### config.mk
export PLATFORM = sky130hd
export DESIGN_NAME = alu_serial_seq
export DESIGN_NICKNAME = d
export VERILOG_FILES = /design/src/rtl/alu_ops_pkg.sv /design/src/rtl/alu_1bit_msb.sv /design/src/rtl/alu_serial_seq.sv
export SDC_FILE = /design/constraint.sdc
export NUM_CORES = 1
export LEC_CHECK = 0
export BUFFER_PORTS_ARGS = -buffer_cell sky130_fd_sc_hd__buf_2
export CAP_MARGIN = 5
export CORE_UTILIZATION = 59
export CTS_CLUSTER_DIAMETER = 100
export DETAILED_ROUTE_END_ITERATION = 12
export HOLD_SLACK_MARGIN = 0.15
export PLACE_DENSITY = 0.84
export SYNTH_ARGS = -nofsm -noshare
export SYNTH_HDL_FRONTEND = slang
export SYNTH_SLANG_ARGS = --single-unit
### constraint.sdc
create_clock -name clk -period 2.7 [get_ports clk]
set_input_delay 0.27 -clock clk [delete_from_list [all_inputs] [get_ports clk]]
set_output_delay 0.27 -clock clk [all_outputs]
set_load 0.01 [all_outputs]
### src/rtl/alu_ops_pkg.sv
// rtl/alu_ops_pkg.sv - opcode constants and sequencer state type for the serial ALU
package alu_ops_pkg;

    localparam logic [2:0] OP_AND = 3'b000;
    localparam logic [2:0] OP_OR  = 3'b001;
    localparam logic [2:0] OP_ADD = 3'b010;
    localparam logic [2:0] OP_SUB = 3'b110;
    localparam logic [2:0] OP_SLT = 3'b111;

    typedef enum logic [1:0] {
        IDLE = 2'd0,
        RUN  = 2'd1,
        DONE = 2'd2
    } seq_state_t;

endpackage : alu_ops_pkg

### src/rtl/alu_1bit_msb.sv
// rtl/alu_1bit_msb.sv - 1-bit ALU slice with MSB extras (overflow, set)
module alu_1bit_msb
    import alu_ops_pkg::*;
(
    input  logic       a_i,
    input  logic       b_i,
    input  logic       binvert_i,
    input  logic       carry_in_i,
    input  logic       less_i,
    input  logic [2:0] op_i,
    output logic       result_o,
    output logic       carry_out_o,
    output logic       overflow_o,
    output logic       set_o
);

    logic b_eff;
    logic sum;

    assign b_eff       = b_i ^ binvert_i;
    assign sum         = a_i ^ b_eff ^ carry_in_i;
    assign carry_out_o = (a_i & b_eff) | (carry_in_i & (a_i ^ b_eff));
    // At the MSB, signed overflow is a mismatch between carry into and out of the bit.
    assign overflow_o  = carry_in_i ^ carry_out_o;
    // Raw sign of the sum; SLT uses it without overflow correction.
    assign set_o       = sum;

    // Select the slice output; any opcode outside AND/OR/SLT yields the adder sum.
    always_comb begin
        result_o = sum;
        case (op_i)
            OP_AND:  result_o = a_i & b_eff;
            OP_OR:   result_o = a_i | b_eff;
            OP_SLT:  result_o = less_i;
            default: result_o = sum;
        endcase
    end

endmodule : alu_1bit_msb

### src/rtl/alu_serial_seq.sv
// rtl/alu_serial_seq.sv - bit-serial ALU sequencer, LSB first through one 1-bit slice
module alu_serial_seq
    import alu_ops_pkg::*;
#(
    parameter  int WIDTH = 32,
    localparam int CNT_W = (WIDTH > 1) ? $clog2(WIDTH) : 1
) (
    input  logic             clk,
    input  logic             reset,
    input  logic             start,
    input  logic [WIDTH-1:0] a,
    input  logic [WIDTH-1:0] b,
    input  logic [2:0]       op,
    output logic             ready,
    output logic             busy,
    output logic             done,
    output logic [WIDTH-1:0] result,
    output logic             zero,
    output logic             overflow,
    output logic             carry_out
);

    seq_state_t       state_q;
    logic [CNT_W-1:0] cnt_q;
    logic [WIDTH-1:0] a_sh_q;
    logic [WIDTH-1:0] b_sh_q;
    logic [WIDTH-1:0] res_sh_q;
    logic [WIDTH-1:0] result_q;
    logic [2:0]       op_q;
    logic             carry_q;
    logic             done_q;
    logic             zero_q;
    logic             ovf_q;
    logic             cout_q;

    logic             s_result;
    logic             s_carry_out;
    logic             s_overflow;
    logic             s_set;

    logic [WIDTH-1:0] res_sh_d;
    logic [WIDTH-1:0] result_d;
    logic             last_bit;
    logic             is_addsub;

    alu_1bit_msb u_slice (
        .a_i         (a_sh_q[0]),
        .b_i         (b_sh_q[0]),
        .binvert_i   (op_q[2]),
        .carry_in_i  (carry_q),
        .less_i      (1'b0),
        .op_i        (op_q),
        .result_o    (s_result),
        .carry_out_o (s_carry_out),
        .overflow_o  (s_overflow),
        .set_o       (s_set)
    );

    // Next shift-register value and the final result as seen on the last RUN bit,
    // so result/flags are already valid in the cycle done is high.
    always_comb begin
        res_sh_d  = {s_result, res_sh_q[WIDTH-1:1]};
        result_d  = res_sh_d;
        if (op_q == OP_SLT) begin
            result_d = {{(WIDTH-1){1'b0}}, s_set};
        end
        last_bit  = (cnt_q == CNT_W'(WIDTH - 1));
        is_addsub = (op_q == OP_ADD) || (op_q == OP_SUB);
    end

    // Sequencer: accept in IDLE, one bit per cycle in RUN, one-cycle DONE pulse.
    always_ff @(posedge clk) begin
        if (reset) begin
            state_q  <= IDLE;
            cnt_q    <= '0;
            a_sh_q   <= '0;
            b_sh_q   <= '0;
            res_sh_q <= '0;
            result_q <= '0;
            op_q     <= OP_AND;
            carry_q  <= 1'b0;
            done_q   <= 1'b0;
            zero_q   <= 1'b0;
            ovf_q    <= 1'b0;
            cout_q   <= 1'b0;
        end else begin
            case (state_q)
                IDLE: begin
                    done_q <= 1'b0;
                    if (start) begin
                        a_sh_q  <= a;
                        b_sh_q  <= b;
                        op_q    <= op;
                        carry_q <= op[2];
                        cnt_q   <= '0;
                        state_q <= RUN;
                    end
                end
                RUN: begin
                    carry_q  <= s_carry_out;
                    a_sh_q   <= a_sh_q >> 1;
                    b_sh_q   <= b_sh_q >> 1;
                    res_sh_q <= res_sh_d;
                    cnt_q    <= cnt_q + CNT_W'(1);
                    if (last_bit) begin
                        result_q <= result_d;
                        zero_q   <= (result_d == '0);
                        ovf_q    <= is_addsub & s_overflow;
                        cout_q   <= s_carry_out;
                        done_q   <= 1'b1;
                        state_q  <= DONE;
                    end
                end
                DONE: begin
                    done_q  <= 1'b0;
                    state_q <= IDLE;
                end
                default: begin
                    done_q  <= 1'b0;
                    state_q <= IDLE;
                end
            endcase
        end
    end

    assign ready     = (state_q == IDLE);
    assign busy      = (state_q == RUN);
    assign done      = done_q;
    assign result    = result_q;
    assign zero      = zero_q;
    assign overflow  = ovf_q;
    assign carry_out = cout_q;

endmodule : alu_serial_seq
==> results by group <==
Power
  – Maximum vdd drop: 0.000498 V
  – Pleak: 3.07 nW
  – P per Cell Area: 689 nW/µm²

Floorplanning
  – Floorplan core area: 9370 µm²
  – FP Rows: 35
  – Full die area: 10200 µm²
  – Io pins: 108
  – Initial Util: 61.7%
  – Width of the die: 101 µm
  – Die height: 101 µm

Setup path
  – Crit path max fanout: 30
  – Slowest stage delay, CP: 390 ps
  – Buf/Inv on CP: 1
  – Critical path type: flip-flop to flip-flop
  – Crit-path cells: ha_1, and3_1, ha_1, nand3b_2, nor2_2, buf_4, a22oi_1, nor2_1
  – CP Data Required Time: 3150 ps
  – CP delay by family, top: simple AND/OR/NAND/NOR gates
  – CP arrival: 2560 ps
  – Critical Path Stages: 8
  – CP Capture Type: flip-flop
  – Critical Path Start Type: flip-flop
  – Reg-to-Reg End: result[27]$_SDFFE_PP0P_
  – Critical path origin: cnt_q[0]$_SDFFE_PP0P_
  – Slowest stage cell, crit path: dfxtp_1
  – Most used cell, CP: ha_1
  – Crit path capture: result[27]$_SDFFE_PP0P_
  – R2R setup slack: 590 ps
  – Worst R2R Path Depth: 8
  – RR Startpoint: cnt_q[0]$_SDFFE_PP0P_

Detailed routing
  – DRT Pass-1 Iters: 5
  – Post-route ant nets: 0
  – Drc violations: 0
  – Drt wl/cell: 15.8 µm
  – Initial DRC count: 433
  – Vias: 5757
  – Vias per cell: 5.84
  – Routed wire length: 15.6 mm

Synth
  – Sequential area share after synthesis: 49.2%
  – Ys Warns: 0
  – Top cells by area, synth: dfxtp_1, nand2_1, a311oi_1, nor2_1, a22oi_1
  – Top_reg_cell synth: dfxtp_1
  – EDFF count, synth: 0
  – Mapped Area: 5780 µm²
  – Mapped Cells: 697
  – Synth top area share: 49.2%
  – Post-synth top area cell: dfxtp_1
  – Synth unique cells: 39
  – Ys async rst share: 0%
  – Synthesized Nets: 772
  – #FFs+latches synth: 142
  – Avg Cell Area, Syn: 8.29 µm²

STA
  – Min Tclk post-route: 2110 ps
  – Worst-margin pin slew: 736 ps
  – Final WS setup: 589 ps
  – Worst Skew: 7.52 ps
  – Max Slew Vio Count: 0
  – Final setup fails: 0
  – Final hold vios: 0
  – Fmax achieved: 474 MHz
  – Period utilization: 78.2%
  – Max-slew headroom: 50.9%
  – RSZ-0062 raised after global routing: false
  – Setup TNS: 0 ps

Global route
  – Vias in the first global route: 5499
  – Maximum number of pins on one net before global-route repair: 166
  – Antenna violations before repair: 0
  – Grt ovf: 0
  – Gr usage total: 31.9%
  – First-pass GRT wire length: 25.4 mm

CTS
  – Post-CTS Setup Bufs: 0
  – H-tree depth: 4
  – CTS Root Cell: clkbuf_8
  – Clk buf depth: 2
  – Worst skew pair latency: 520 ps
  – Clock transition at path regs: 60 ps
  – Clock sinks: 142
  – CTS tree: done
  – TritonCTS buffer count: 17

Cells and area
  – Share of layout cells above drive strength 1: 20.0%
  – Sequential cell area: 2840 µm²
  – Synthesis-to-finish area growth: 30.9%
  – Final net count: 919
  – Post-Layout Cell Count: 986
  – Final antenna diode count: 0
  – Fill count: 558
  – Footprint of the multi-input gates: 2620 µm²

Placement
  – RePlAce Congestion: 0.781
  – Worst slack at placement: 690 ps
  – Inst Count DP: 887
  – DP HPWL: 8.07 mm
  – PortBufs: 107

Hold path
  – Hold WC Path Type: input port to flip-flop

Run status
  – Status: complete, no violations

Run
  – Max-Cap Viols: 0
Yosys cell counts, drive strengths merged (2+ instances only):
cell type	number
and3	2
a22oi	30
nand2	201
a21oi	44
nand3b	2
buf	33
nor3b	2
o21ai	2
clkbuf	25
a211oi	2
ha	4
inv	4
dfxtp	142
nor4	7
nor2	111
nand3	7
nand4	2
nand2b	3
xor2	2
a311oi	62
cells in the final DEF (no fill, tap or decap), types with 2 or more instances in the layout:
master,count
nand2_1,200
dfxtp_1,142
nor2_1,108
buf_2,106
dlygate4sd3_1,67
a311oi_1,49
a21oi_1,44
a22oi_1,30
clkbuf_16,16
a311oi_2,13
buf_4,11
nand3_1,7
nor4_1,7
inv_1,4
ha_1,4
inv_6,4
clkbuf_8,3
clkinvlp_4,3
bufinv_16,3
nor2_2,2
xor2_1,2
and3_1,2
a211oi_1,2
o21ai_0,2
nand2b_1,2
nand4_1,2
clkinv_2,2
buf_12,2
report_power, final:
group	total, W	internal, W	switching [W]
Combinational	0.000564	0.000241	0.000323
Sequential	0.00227	0.00220	0.0000690
Clock	0.00238	0.00147	0.000916
Total	0.00521	0.00391	0.00131
what timing repair did:
item / CTS / global route
endpoints found under the hold margin: 68 / 0
hold buffers: 67 / 0
gates resized for setup: 0 / 0
stage by stage:
| step | cell area [µm²] | total power, W | utilization, % | hold slack [ps] |
|---|---|---|---|---|
| final | 7570 | 0.00521 | 80.7 | 299 |
| after global routing | 7570 | 0.00539 | 80.7 | 298 |
| after CTS | 7570 | 0.00519 | 80.7 | 262 |
| after detailed placement | 6290 | 0.00276 | 67.1 | 462 |
| after global placement | 6290 | 0.00274 | 67.1 | 454 |
| after floorplan | 5780 | 0.00265 | - | 406 |
worst min path at each step:
stage                      startpoint                      end  slack [ps]  depth (start not counted)
2_1_floorplan                   op[2]     carry_q$_SDFFE_PP0P_         410                          2
3_3_place_gp   result[0]$_SDFFE_PP0P_   result[0]$_SDFFE_PP0P_         450                          2
3_5_place_dp   result[0]$_SDFFE_PP0P_   result[0]$_SDFFE_PP0P_         460                          2
4_1_cts                         reset  result[30]$_SDFFE_PP0P_         260                          2
5_1_grt                         reset   result[4]$_SDFFE_PP0P_         300                          2
6_report                        reset  result[30]$_SDFFE_PP0P_         300                          2
per-layer routing:
metal | up-vias | global-route usage (%) | part of all wire, %
met3 | 64 | 6.52 | 6.5
met1 | 2704 | 36.3 | 38
met2 | 292 | 56.5 | 52
li1 | 2697 | - | -
met4 | 0 | 16.2 | 3.7
met5 | - | 0 | 0
final cells by class:
class	instances	share of cell area, %
Timing Repair Buffer	186	17.5
Inverter	4	0.198
Multi-Input combinational cell	493	34.6
Sequential cell	142	37.6
Clock buffer	20	5.89
Tap cell	129	2.13
Clock inverter	12	2.08
cells by family (layout without fill, tap and decap cells):
logic type,Yosys count,in the layout,synth area share (%)
flops,142,142,49.2
buf+inv,62,222,5.65
fa+ha+maj,5,5,1.21
simple gates,340,340,23.7
compound gates,146,146,19.9
xor+xnor,2,2,0.303
registers in the layout, summed over array words and instances (netlist names):
register / flops
state_q: 2
a_sh_q: 32
carry_out: 1
b_sh_q: 32
res_sh_q: 31
cnt_q: 5
done: 1
carry_q: 1
op_q: 3
result: 32
overflow: 1
zero: 1
Power figures use the tool's default switching activity.
